<file path="src/rtl/rtc_timekeeper.sv">
// 24-hour hh:mm:ss time-of-day counter with a CLK_DIV prescaler, load, run/hold and field adjust.
// Optional 12-hour display outputs (disp_hour, pm) are enabled by defining TWELVE_HOUR_EN.
module rtc_timekeeper #(
    parameter int CLK_DIV = 50_000_000,
    parameter int CNT_W   = $clog2(CLK_DIV)
) (
    input  logic       clk,
    input  logic       rst_n,
    input  logic       run,
    input  logic       load,
    input  logic [7:0] load_hour,
    input  logic [7:0] load_minute,
    input  logic [7:0] load_second,
    input  logic       inc_minute,
    input  logic       inc_hour,
    output logic [7:0] current_hour,
    output logic [7:0] current_minute,
    output logic [7:0] current_second,
    output logic       sec_tick,
    output logic       min_wrap,
    output logic       day_wrap,
    output logic       load_err
`ifdef TWELVE_HOUR_EN
    ,
    output logic [7:0] disp_hour,
    output logic       pm
`endif
);

    localparam logic [CNT_W-1:0] TERM = CNT_W'(CLK_DIV - 1);

    logic [CNT_W-1:0] presc_reg, presc_next;
    logic [7:0]       hour_reg, hour_next;
    logic [7:0]       minute_reg, minute_next;
    logic [7:0]       second_reg, second_next;
    logic             sec_tick_reg, sec_tick_next;
    logic             min_wrap_reg, min_wrap_next;
    logic             day_wrap_reg, day_wrap_next;
    logic             load_err_reg, load_err_next;
    logic             load_ok;
    logic             adjust;
    logic             at_term;

    always_comb begin
        presc_next    = presc_reg;
        hour_next     = hour_reg;
        minute_next   = minute_reg;
        second_next   = second_reg;
        sec_tick_next = 1'b0;
        min_wrap_next = 1'b0;
        day_wrap_next = 1'b0;
        load_err_next = 1'b0;

        load_ok = (load_hour < 8'd24) && (load_minute < 8'd60) && (load_second < 8'd60);
        adjust  = inc_hour | inc_minute;
        at_term = (presc_reg == TERM);

        if (load) begin
            if (load_ok) begin
                hour_next   = load_hour;
                minute_next = load_minute;
                second_next = load_second;
                presc_next  = '0;
            end else begin
                load_err_next = 1'b1;
            end
        end else begin
            if (inc_minute)
                minute_next = (minute_reg == 8'd59) ? 8'd0 : minute_reg + 8'd1;
            if (inc_hour)
                hour_next = (hour_reg == 8'd23) ? 8'd0 : hour_reg + 8'd1;

            // An adjust at terminal count parks the prescaler so the tick fires one cycle later.
            if (run) begin
                if (!at_term) begin
                    presc_next = presc_reg + 1'b1;
                end else if (!adjust) begin
                    presc_next    = '0;
                    sec_tick_next = 1'b1;
                    if (second_reg == 8'd59) begin
                        second_next   = 8'd0;
                        min_wrap_next = 1'b1;
                        if (minute_reg == 8'd59) begin
                            minute_next = 8'd0;
                            if (hour_reg == 8'd23) begin
                                hour_next     = 8'd0;
                                day_wrap_next = 1'b1;
                            end else begin
                                hour_next = hour_reg + 8'd1;
                            end
                        end else begin
                            minute_next = minute_reg + 8'd1;
                        end
                    end else begin
                        second_next = second_reg + 8'd1;
                    end
                end
            end
        end
    end

    always_ff @(posedge clk or negedge rst_n) begin
        if (!rst_n) begin
            presc_reg    <= '0;
            hour_reg     <= 8'd0;
            minute_reg   <= 8'd0;
            second_reg   <= 8'd0;
            sec_tick_reg <= 1'b0;
            min_wrap_reg <= 1'b0;
            day_wrap_reg <= 1'b0;
            load_err_reg <= 1'b0;
        end else begin
            presc_reg    <= presc_next;
            hour_reg     <= hour_next;
            minute_reg   <= minute_next;
            second_reg   <= second_next;
            sec_tick_reg <= sec_tick_next;
            min_wrap_reg <= min_wrap_next;
            day_wrap_reg <= day_wrap_next;
            load_err_reg <= load_err_next;
        end
    end

    assign current_hour   = hour_reg;
    assign current_minute = minute_reg;
    assign current_second = second_reg;
    assign sec_tick       = sec_tick_reg;
    assign min_wrap       = min_wrap_reg;
    assign day_wrap       = day_wrap_reg;
    assign load_err       = load_err_reg;

`ifdef TWELVE_HOUR_EN
    logic [7:0] disp_hour_reg, disp_hour_next;
    logic       pm_reg, pm_next;

    // Derived from hour_next so the 12-hour view changes on the same edge as the time.
    always_comb begin
        disp_hour_next = hour_next;
        pm_next        = (hour_next >= 8'd12);
        if (hour_next == 8'd0)
            disp_hour_next = 8'd12;
        else if (hour_next > 8'd12)
            disp_hour_next = hour_next - 8'd12;
    end

    always_ff @(posedge clk or negedge rst_n) begin
        if (!rst_n) begin
            disp_hour_reg <= 8'd12;
            pm_reg        <= 1'b0;
        end else begin
            disp_hour_reg <= disp_hour_next;
            pm_reg        <= pm_next;
        end
    end

    assign disp_hour = disp_hour_reg;
    assign pm        = pm_reg;
`endif

endmodule
</file>
<file path="config.mk">
export PLATFORM = sky130hd
export DESIGN_NAME = rtc_timekeeper
export DESIGN_NICKNAME = d
export VERILOG_FILES = /design/src/rtl/rtc_timekeeper.sv
export SDC_FILE = /design/constraint.sdc
export NUM_CORES = 1
export LEC_CHECK = 0
export BUFFER_PORTS_ARGS = -buffer_cell sky130_fd_sc_hd__buf_2
export CAP_MARGIN = 15
export CORE_ASPECT_RATIO = 1.25
export CORE_MARGIN = 2
export CORE_UTILIZATION = 50
export DETAILED_ROUTE_END_ITERATION = 12
export GPL_TIMING_DRIVEN = 0
export PLACE_DENSITY = 0.74
export RECOVER_POWER = 25
export SETUP_SLACK_MARGIN = 0.02
export SYNTH_ARGS = -nofsm -noshare
export SYNTH_HDL_FRONTEND = slang
export SYNTH_SLANG_ARGS = --single-unit
</file>
<file path="constraint.sdc">
create_clock -name clk -period 2.2 [get_ports clk]
set_input_delay 0.11 -clock clk [delete_from_list [all_inputs] [get_ports clk]]
set_output_delay 0.11 -clock clk [all_outputs]
set_load 0.01 [all_outputs]
</file>
==> flow_metrics.env <==
export IMPL_run_status="finished clean"
export IMPL_postSynthNetCount=475
export IMPL_worst_slew_pin_transition_ns=1.02
export IMPL_library_cells_used_by_synthesis=63
export IMPL_root_buf_cell="clkbuf_8"
export IMPL_max_clock_buf_depth=2
export IMPL_timing_critical_path_from_type="register"
export IMPL_floorplan_core_area_mm2=0.00740
export IMPL_fp_dieArea_mm2=0.00838
export IMPL_vias=4193
export IMPL_critPathMaxStageDelay_ns=0.55
export IMPL_synth_compound_area_share_pct=17.7
export IMPL_crit_chain="nor4bb_1, and4_1, buf_6, a31oi_2, or4_1, a31oi_1"
export IMPL_synth_simple_gate_area_share_pct=34.3
export IMPL_clock_tree_from_tritoncts="done"
export IMPL_drt_wl_total_um=12600
export IMPL_syn_area_mm2=0.00383
export IMPL_timing_critical_path_required_ns=2.44
export IMPL_grt_first_pass_wirelength_um=19800
export IMPL_unrepaired_setup_endpoints_after_global_routing="yes"
export IMPL_synth_area_mux_share_pct=6.41
export IMPL_critical_path_max_fanout=8
export IMPL_synth_fa_ha_area_share_pct=1.31
export IMPL_final_nets=574
export IMPL_endpoint_kind="register"
export IMPL_synth_area_leaders="dfrtp_1, mux2i_1, nand3_1"
export IMPL_arrival_time_at_the_worst_endpoint_ns=2.40
export IMPL_globalRoute_totalOverflow=0
export IMPL_synth_edff_count=0
export IMPL_fraction_of_the_cycle_the_final_worst_path_needs_pct=98.0
export IMPL_die_height_um=102
export IMPL_detail_route_iter0_violations=284
export IMPL_yosys_area_top_type_share_pct=35.3
export IMPL_htree_levels=2
export IMPL_synth_xor_area_share_pct=0
export IMPL_dpl_hpwl_um=8600
export IMPL_cell_with_the_largest_stage_delay_on_the_worst_path="or4_1"
export IMPL_finClkSkew_ns=0.0104
export IMPL_setup_viol_count_final=0
export IMPL_final_hold_viol_count=0
export IMPL_async_reset_ff_share_pct=100
export IMPL_io_buffer_count=57
export IMPL_max_cap_viol_count=0
export IMPL_route_detailed_wl_per_inst_um=20.0
export IMPL_layout_cells_most_common_list="buf_2, nand2_1, dfrtp_1"
export IMPL_rows=35
export IMPL_die_w_um=82.3
export IMPL_max_slew_margin_rel_pct=31.7
export IMPL_starting_density_of_the_core_pct=51.7
export IMPL_remaining_drc_errors=0
export IMPL_pin_count_of_the_biggest_net_entering_global_routing=39
export IMPL_max_ffs_per_register=26
export IMPL_min_path_type="input pin to register"
export IMPL_gr_usage_all_layers_pct=30.7
export IMPL_layout_drive_gt1_share_pct=30.5
export IMPL_layout_area_overhead_vs_synth_pct=25.9
export IMPL_cts_inserted_buffers=5
export IMPL_route_antenna_remaining_nets=0
export IMPL_power_ir_vdd_worst_mv=0.393
export IMPL_cts_reportedPaths_clkPinSlew_ns=0.10
export IMPL_pin_count=58
export IMPL_synth_top_family_by_area="simple AND/OR/NAND/NOR gates"
export IMPL_synth_top_area_cell="dfrtp_1"
export IMPL_finalHoldWorstSlack_ns=0.0638
export IMPL_crit_type="register to register"
export IMPL_final_min_clock_period_ns=2.16
export IMPL_yosys_warnings=0
export IMPL_clock_sinks=54
export IMPL_timing_fmax_mhz=464
export IMPL_first_pass_iters=5
export IMPL_antenna_violations_before_repair=0
export IMPL_ys_ff_latch=54
export IMPL_avg_inst_size_synth_um2=8.68
export IMPL_ys_dominant_reg_cell="dfrtp_1"
export IMPL_tns_ns=0
export IMPL_layout_cells_most_common="buf_2"
export IMPL_finish_utilization_pct=65.1
export IMPL_place_congestion=0.965
export IMPL_clock_insertion_delay_worst_skew_ns=0.31
export IMPL_power_density_cell_area_mw_per_mm2=584
export IMPL_static_leakage_power_nw=1.99
export IMPL_first_global_vias=3983
export IMPL_synthesis_instances=441
export IMPL_antenna_cells_inserted=0
export IMPL_drv_slew=0
export IMPL_sequential_cell_area_fraction_in_the_yosys_report_pct=35.3
export IMPL_routed_via_density=6.62
==> area by class of cell <==
cell class | count | area (um^2)
sequential | 54 | 1360
fill | 625 | 2580
buffer | 26 | 184
clock buffer | 8 | 110
tap | 92 | 115
inverter | 12 | 45.0
multi-input combinational | 349 | 2440
timing repair buffer | 92 | 566
==> path summary, 6_finish.rpt <==
check / slack, ns / depth (start not counted) / end / startpoint
max: 0.04 / 6 / current_minute[7] / presc_reg[16]
min: 0.06 / 3 / current_minute[0] / load_minute[0]
max reg2reg: 0.04 / 6 / current_minute[7] / presc_reg[16]
min reg2reg: 0.57 / 1 / presc_reg[8] / presc_reg[8]
max in group asynchronous: 0.95 / 3 / presc_reg[1] / rst_n
min in group asynchronous: 0.48 / 2 / presc_reg[17] / rst_n
==> synth_stat cells (3+ instances only) <==
cell,number
inv_1,11
and3_2,3
o21ai_0,15
nand4_1,25
a211oi_1,8
o31ai_1,9
ha_1,4
and2_1,3
nor4b_1,4
a21boi_0,3
nand3_1,38
dfrtp_1,54
or3_1,9
a32oi_1,4
nor4_1,10
nor4_4,3
clkbuf_1,14
o2111ai_1,3
nor2_1,25
o41ai_1,6
nand2_1,49
nor3b_1,3
and4_1,3
mux2i_1,20
a21oi_1,15
a31oi_1,6
o211ai_1,11
mux2_2,4
buf_2,7
and3_1,12
nor3_1,10
clkbuf_8,3
or4_1,8
==> routing by layer <==
| metal | global-route usage [%] | vias up | wire length (um) |
|---|---|---|---|
| li1 | - | 1924 | - |
| met1 | 37.2 | 2058 | 5030 |
| met2 | 53.4 | 171 | 6480 |
| met3 | 3.36 | 40 | 609 |
| met4 | 15.3 | 0 | 516 |
| met5 | 0 | - | 0 |
==> what timing repair did <==
action | in CTS | in global routing
hold buffers | 1 | 0
endpoints found under the hold margin | 16 | 0
resized for setup | 33 | 27
pin swaps | 8 | 12
endpoints found under the setup margin | 43 | 45
gates cloned | 0 | 1
setup buffers | 19 | 13
==> through the flow <==
| step | setup slack (ns) | cells | total power [mW] | area (um^2) |
|---|---|---|---|---|
| global route | -0.0765 | 633 | 2.96 | 4820 |
| detailed placement | -0.331 | 591 | 2.05 | 4250 |
| floorplan | 0.0254 | 441 | 1.74 | 3830 |
| global placement | -0.305 | 590 | 2.02 | 4230 |
| CTS | 0.0202 | 619 | 2.74 | 4610 |
| finish | 0.0435 | 633 | 2.81 | 4820 |
==> cell families after synthesis <==
logic type | after synthesis
simple gates | 225
compound gates | 96
flops | 54
buf+inv | 38
mux | 24
fa+ha+maj | 4
==> power breakdown <==
part | switching [mW] | internal [mW] | leakage, nW
Combinational | 0.422 | 0.367 | 1.27
Sequential | 0.233 | 1.13 | 0.665
Clock | 0.344 | 0.319 | 0.0575
Total | 0.999 | 1.82 | 1.99
==> critical path, delay by kind of cell, from the launching register on <==
family / cells / cell delay [ns]
flip-flops: 1 / 0.45
AND/OR/NAND/NOR: 3 / 1.19
buffers and inverters: 1 / 0.14
AO/OA/AOI/OAI: 2 / 0.30
(Power assumes the default switching activity.)
